<file path="src/rtl/keypad_scan_if.sv">
// Keypad scanner bus: column sense lines in, row drive and decoded key out.
interface keypad_scan_if;
   logic [3:0] key_col;
   logic [3:0] key_row;
   logic [3:0] key_code;
   logic       key_valid;
   logic       key_held;

   // Scanner side: reads columns, drives rows and the key report.
   modport master (
      input  key_col,
      output key_row,
      output key_code,
      output key_valid,
      output key_held
   );

   // Keypad / consumer side.
   modport slave (
      output key_col,
      input  key_row,
      input  key_code,
      input  key_valid,
      input  key_held
   );
endinterface

</file>
<file path="src/rtl/keypad_scan.sv">
// 4x4 matrix keypad row scanner with press/release debounce.
// Rows are walked one-hot active-low, columns are read back through a
// 2-flop synchronizer and sampled once per scan tick.
module keypad_scan #(
   parameter int SCAN_DIV       = 10000,
   parameter int DEBOUNCE_TICKS = 4
) (
   input  logic          clk,
   input  logic          rst_n,
   keypad_scan_if.master kp
);

   localparam int         CW = (SCAN_DIV > 1) ? $clog2(SCAN_DIV) : 1;
   localparam logic [3:0] DT = 4'(DEBOUNCE_TICKS);

   typedef enum logic [1:0] {
      SCAN     = 2'd0,
      DEBOUNCE = 2'd1,
      PRESSED  = 2'd2,
      RELEASE  = 2'd3
   } state_t;

   logic [3:0]    col_m_reg;
   logic [3:0]    col_s_reg;
   logic [CW-1:0] div_cnt_reg;
   logic          tick;
   logic [1:0]    col_idx;
   logic          col_idle;
   logic [3:0]    deb_inc;

   state_t        state_reg;
   logic [3:0]    row_reg;
   logic [1:0]    row_idx_reg;
   logic [3:0]    pat_reg;
   logic [3:0]    deb_cnt_reg;
   logic [3:0]    key_code_reg;
   logic          key_valid_reg;
   logic          key_held_reg;

   // Two-flop synchronizer for the asynchronous column lines (idle = all high).
   always_ff @(posedge clk or negedge rst_n) begin
      if (!rst_n) begin
         col_m_reg <= 4'b1111;
         col_s_reg <= 4'b1111;
      end else begin
         col_m_reg <= kp.key_col;
         col_s_reg <= col_m_reg;
      end
   end

   // Free-running scan divider; the tick marks the column sampling cycle.
   always_ff @(posedge clk or negedge rst_n) begin
      if (!rst_n) begin
         div_cnt_reg <= '0;
      end else if (tick) begin
         div_cnt_reg <= '0;
      end else begin
         div_cnt_reg <= div_cnt_reg + 1'b1;
      end
   end

   assign tick     = (div_cnt_reg == CW'(SCAN_DIV - 1));
   assign col_idle = (col_s_reg == 4'b1111);
   assign deb_inc  = deb_cnt_reg + 4'd1;

   // Lowest-index active column wins when several are low.
   always_comb begin
      col_idx = 2'd0;
      if (!col_s_reg[0])      col_idx = 2'd0;
      else if (!col_s_reg[1]) col_idx = 2'd1;
      else if (!col_s_reg[2]) col_idx = 2'd2;
      else if (!col_s_reg[3]) col_idx = 2'd3;
   end

   // Scan / debounce / held / release state machine; the row only moves in SCAN
   // or when a release completes, so a held key stays on its row.
   always_ff @(posedge clk or negedge rst_n) begin
      if (!rst_n) begin
         state_reg     <= SCAN;
         row_reg       <= 4'b1110;
         row_idx_reg   <= 2'd0;
         pat_reg       <= 4'b1111;
         deb_cnt_reg   <= 4'd0;
         key_code_reg  <= 4'h0;
         key_valid_reg <= 1'b0;
         key_held_reg  <= 1'b0;
      end else begin
         key_valid_reg <= 1'b0;
         if (tick) begin
            case (state_reg)
               SCAN: begin
                  if (col_idle) begin
                     row_reg     <= {row_reg[2:0], row_reg[3]};
                     row_idx_reg <= row_idx_reg + 2'd1;
                  end else begin
                     pat_reg     <= col_s_reg;
                     deb_cnt_reg <= 4'd1;
                     if (DT == 4'd1) begin
                        state_reg     <= PRESSED;
                        key_code_reg  <= {row_idx_reg, col_idx};
                        key_valid_reg <= 1'b1;
                        key_held_reg  <= 1'b1;
                     end else begin
                        state_reg <= DEBOUNCE;
                     end
                  end
               end
               DEBOUNCE: begin
                  if (col_idle) begin
                     state_reg <= SCAN;
                  end else if (col_s_reg == pat_reg || DT == 4'd1) begin
                     // A changed pattern with a one-tick window still accepts at once.
                     pat_reg     <= col_s_reg;
                     deb_cnt_reg <= (col_s_reg == pat_reg) ? deb_inc : 4'd1;
                     if (col_s_reg != pat_reg || deb_inc == DT) begin
                        state_reg     <= PRESSED;
                        key_code_reg  <= {row_idx_reg, col_idx};
                        key_valid_reg <= 1'b1;
                        key_held_reg  <= 1'b1;
                     end
                  end else begin
                     pat_reg     <= col_s_reg;
                     deb_cnt_reg <= 4'd1;
                  end
               end
               PRESSED: begin
                  if (col_idle) begin
                     deb_cnt_reg <= 4'd1;
                     if (DT == 4'd1) begin
                        state_reg    <= SCAN;
                        key_held_reg <= 1'b0;
                        row_reg      <= {row_reg[2:0], row_reg[3]};
                        row_idx_reg  <= row_idx_reg + 2'd1;
                     end else begin
                        state_reg <= RELEASE;
                     end
                  end
               end
               RELEASE: begin
                  if (!col_idle) begin
                     state_reg <= PRESSED;
                  end else begin
                     deb_cnt_reg <= deb_inc;
                     if (deb_inc == DT) begin
                        state_reg    <= SCAN;
                        key_held_reg <= 1'b0;
                        row_reg      <= {row_reg[2:0], row_reg[3]};
                        row_idx_reg  <= row_idx_reg + 2'd1;
                     end
                  end
               end
               default: state_reg <= SCAN;
            endcase
         end
      end
   end

   assign kp.key_row   = row_reg;
   assign kp.key_code  = key_code_reg;
   assign kp.key_valid = key_valid_reg;
   assign kp.key_held  = key_held_reg;

endmodule

</file>
<file path="src/flat_wrapper.sv">
// flat-port wrapper written by rule: the top's interface ports become plain ports
module keypad_scan_flat 
#(
   parameter int SCAN_DIV       = 10000,
   parameter int DEBOUNCE_TICKS = 4
)
  (clk, rst_n, kp_key_col, kp_key_row, kp_key_code, kp_key_valid, kp_key_held);
  keypad_scan_if kp_i ();
  input  logic clk;
  input  logic rst_n;
  input wire logic [$bits(kp_i.key_col)-1:0] kp_key_col;
  output wire logic [$bits(kp_i.key_row)-1:0] kp_key_row;
  output wire logic [$bits(kp_i.key_code)-1:0] kp_key_code;
  output wire logic [$bits(kp_i.key_valid)-1:0] kp_key_valid;
  output wire logic [$bits(kp_i.key_held)-1:0] kp_key_held;
  assign kp_i.key_col = kp_key_col;
  assign kp_key_row = kp_i.key_row;
  assign kp_key_code = kp_i.key_code;
  assign kp_key_valid = kp_i.key_valid;
  assign kp_key_held = kp_i.key_held;
  keypad_scan #(.SCAN_DIV(SCAN_DIV), .DEBOUNCE_TICKS(DEBOUNCE_TICKS)) u_core (.clk(clk), .rst_n(rst_n), .kp(kp_i));
endmodule
</file>
<file path="config.mk">
export PLATFORM = sky130hd
export DESIGN_NAME = keypad_scan_flat
export DESIGN_NICKNAME = d
export VERILOG_FILES = /design/src/rtl/keypad_scan_if.sv /design/src/rtl/keypad_scan.sv /design/src/flat_wrapper.sv
export SDC_FILE = /design/constraint.sdc
export NUM_CORES = 1
export LEC_CHECK = 0
export ABC_AREA = 1
export CORE_ASPECT_RATIO = 0.9
export CORE_MARGIN = 5
export CORE_UTILIZATION = 55
export CTS_CLUSTER_SIZE = 30
export DETAILED_ROUTE_END_ITERATION = 8
export GPL_ROUTABILITY_DRIVEN = 0
export GPL_TIMING_DRIVEN = 0
export PLACE_DENSITY = 0.75
export REMOVE_ABC_BUFFERS = 1
export SLEW_MARGIN = 10
export SYNTH_ARGS = -nofsm -noshare
export SYNTH_HDL_FRONTEND = slang
export SYNTH_SLANG_ARGS = --single-unit
</file>
<file path="constraint.sdc">
create_clock -name clk -period 3.93 [get_ports clk]
set_input_delay 0.393 -clock clk [delete_from_list [all_inputs] [get_ports clk]]
set_output_delay 0.393 -clock clk [all_outputs]
set_load 0.01 [all_outputs]
</file>
==> impl_metrics.tcl <==
set metrics [dict create \
    layout_common_cells "nand2_1 (75), inv_1 (37), dfrtp_1 (29), nor2_1 (26), nand3_1 (17)" \
    peakVddDrop_v 0.0003037 \
    critPathMaxFanout 3 \
    rsz0062_at_grt "no" \
    regArea_sq_um 1120 \
    htree_levels 2 \
    clk_pin_slew_ns 0.08 \
    drt_first_iter_violations 89 \
    final_common_cell "nand2_1" \
    fin_setup_tns_ns 0 \
    crit_family "flip-flops" \
    drv_slew 0 \
    crit_type "reg -> out" \
    setup_violations 0 \
    cts_hold_buf 0 \
    fin_skew_ns 0.006969 \
    cts_root_buf "clkbuf_8" \
    worst_pin_slew_ns 0.4848 \
    worst_setup_path_start_kind "flip-flop" \
    fin_crit_sh_pct 45.18 \
    cp_cell_sequence "clkdlybuf4s50_1" \
    coreArea_sq_um 3784 \
    crit_buf_inv 1 \
    final_cells 329 \
    grt.overflow.total 0 \
    slowest_delay_ns 0.55 \
    wl_mm 3.779 \
    start_util_pct 58.04 \
    antenna_cells 0 \
    wl_per_cell_microns 11.49 \
    dp.cells 321 \
    antenna_found_initial 0 \
    cp_data_arrival_time_ns 1.38 \
    powerDensity_nw_per_um2 312.6 \
    first_pass_iters 4 \
    avgSynthCellArea_sq_um 8.381 \
    cts_tree "yes" \
    status "complete, no violations" \
    largest_register_ffs 14 \
    vias 1667 \
    synth_warnings 0 \
    grt_start_max_net_pins 25 \
    drive_gt1_share_pct 15.90 \
    syn_area_sq_um 2196 \
    clock-sinks 44 \
    hpwl_mm 2.845 \
    slew_headroom_pct 67.68 \
    die-width_microns 76.61 \
    endpoint_kind "primary output" \
    via_per_inst 5.067 \
    ys_seq_area_share_pct 51.00 \
    p_leak_nw 1.208 \
    hold_viol 0 \
    clk_path_buf_depth 2 \
    n_fill_cell 330 \
    die_area_sq_um 5358 \
    maxCapViolCount 0 \
    period_needed_ns 1.775 \
    synth_cells 262 \
    multi_input_area_sq_um 889.6 \
    cts_resized 0 \
    nNetsFinal 291 \
    grt_pass1_vias 1569 \
    cts_made_buffers 5 \
    cts_setup_buffers 0 \
    crit_slowest_cell "dfstp_2" \
    grtUsageTotal_pct 15.46 \
    die_h_microns 69.95 \
    rows 21 \
    clock_latency_ns 0.30 \
    cp.required_ns 3.54 \
    io_pins 16 \
    port_buffers 15 \
    grt_pass1_wl_mm 6.617 \
    synth.distinct_cells 30 \
    fmax_ghz 0.5632 \
    total_power_uw 778.3 \
    min-delay-path-class "in -> async" \
    ys_seq_elements 44 \
    remaining_drc_errors 0 \
    area_delta_synth_final_pct 13.39 \
    antenna_left 0 \
]
==> through the flow <==
step	area [sq um]	setup WS [ns]	util, %	hold WS [ns]
finish	2490	2.155	65.81	0.04847
global placement	2374	1.381	62.73	0.3453
global route	2490	1.977	65.81	0.06755
CTS	2490	2.136	65.81	0.05370
floorplan	2166	2.411	-	0.09741
detailed placement	2396	2.188	63.33	0.3472
==> power by group <==
group	internal (mW)	switching, mW	total (mW)
Sequential	0.461	0.00392	0.464
Combinational	0.0101	0.0160	0.0261
Clock	0.143	0.145	0.288
Total	0.613	0.165	0.778
==> per-layer routing <==
metal / vias up / part of all wire, % / GRT usage, %
met5: - / 0 / 0
met4: 0 / 1.7 / 6.408
met3: 6 / 5.7 / 5.656
met2: 36 / 46 / 24.05
met1: 764 / 47 / 19.42
li1: 861 / - / -
==> cells in the mapped netlist (all sizes together) <==
master	number	area, sq um
dfrtp	29	725.7
o21ai	18	101.4
ha	3	37.54
nor3	2	21.27
o22ai	3	18.77
nor2	32	153.9
dfstp	15	394.1
buf	2	16.26
a21oi	2	21.27
nor4	1	6.260
inv	41	156.4
xnor2	1	8.760
nand4	8	50.05
nand2	82	340.3
nand3	18	95.09
clkbuf	1	13.76
xor2	4	35.03
==> kinds of logic (layout without fill, tap and decap cells) <==
family / count (synthesis) / count (layout) / share of synthesized area, %
adder cells (fa/ha/maj): 3 / 3 / 1.710
AO/OA/AOI/OAI: 23 / 23 / 6.439
flip-flops: 44 / 44 / 51.00
AND/OR/NAND/NOR: 143 / 143 / 30.37
buffers and inverters: 44 / 65 / 8.490
XOR/XNOR: 5 / 5 / 1.994
==> worst paths after layout <==
check | from | to | slack, ns | cells after the start
setup / recovery | u_core.kp.key_row[2] | kp_key_row[2] | 2.15 | 1
hold / removal | rst_n | u_core.row_idx_reg[0] | 0.05 | 1
setup reg to reg | u_core.div_cnt_reg[0] | u_core.row_idx_reg[1] | 2.19 | 8
hold reg to reg | u_core.col_m_reg[0] | u_core.col_s_reg[0] | 0.36 | 0
max in group asynchronous | rst_n | u_core.col_s_reg[3] | 3.34 | 2
min in group clk | u_core.col_m_reg[0] | u_core.col_s_reg[0] | 0.36 | 0
==> final cells by class <==
type                    count  area share [%]
repair buffers             16           6.935
well taps                  46           2.312
clock buffers               7           3.467
inverters                  41           6.281
flip-flops and latches     44           44.97
multi-input cells         174           35.73
clock inverters             1          0.3015
(Power assumes the default switching activity.)
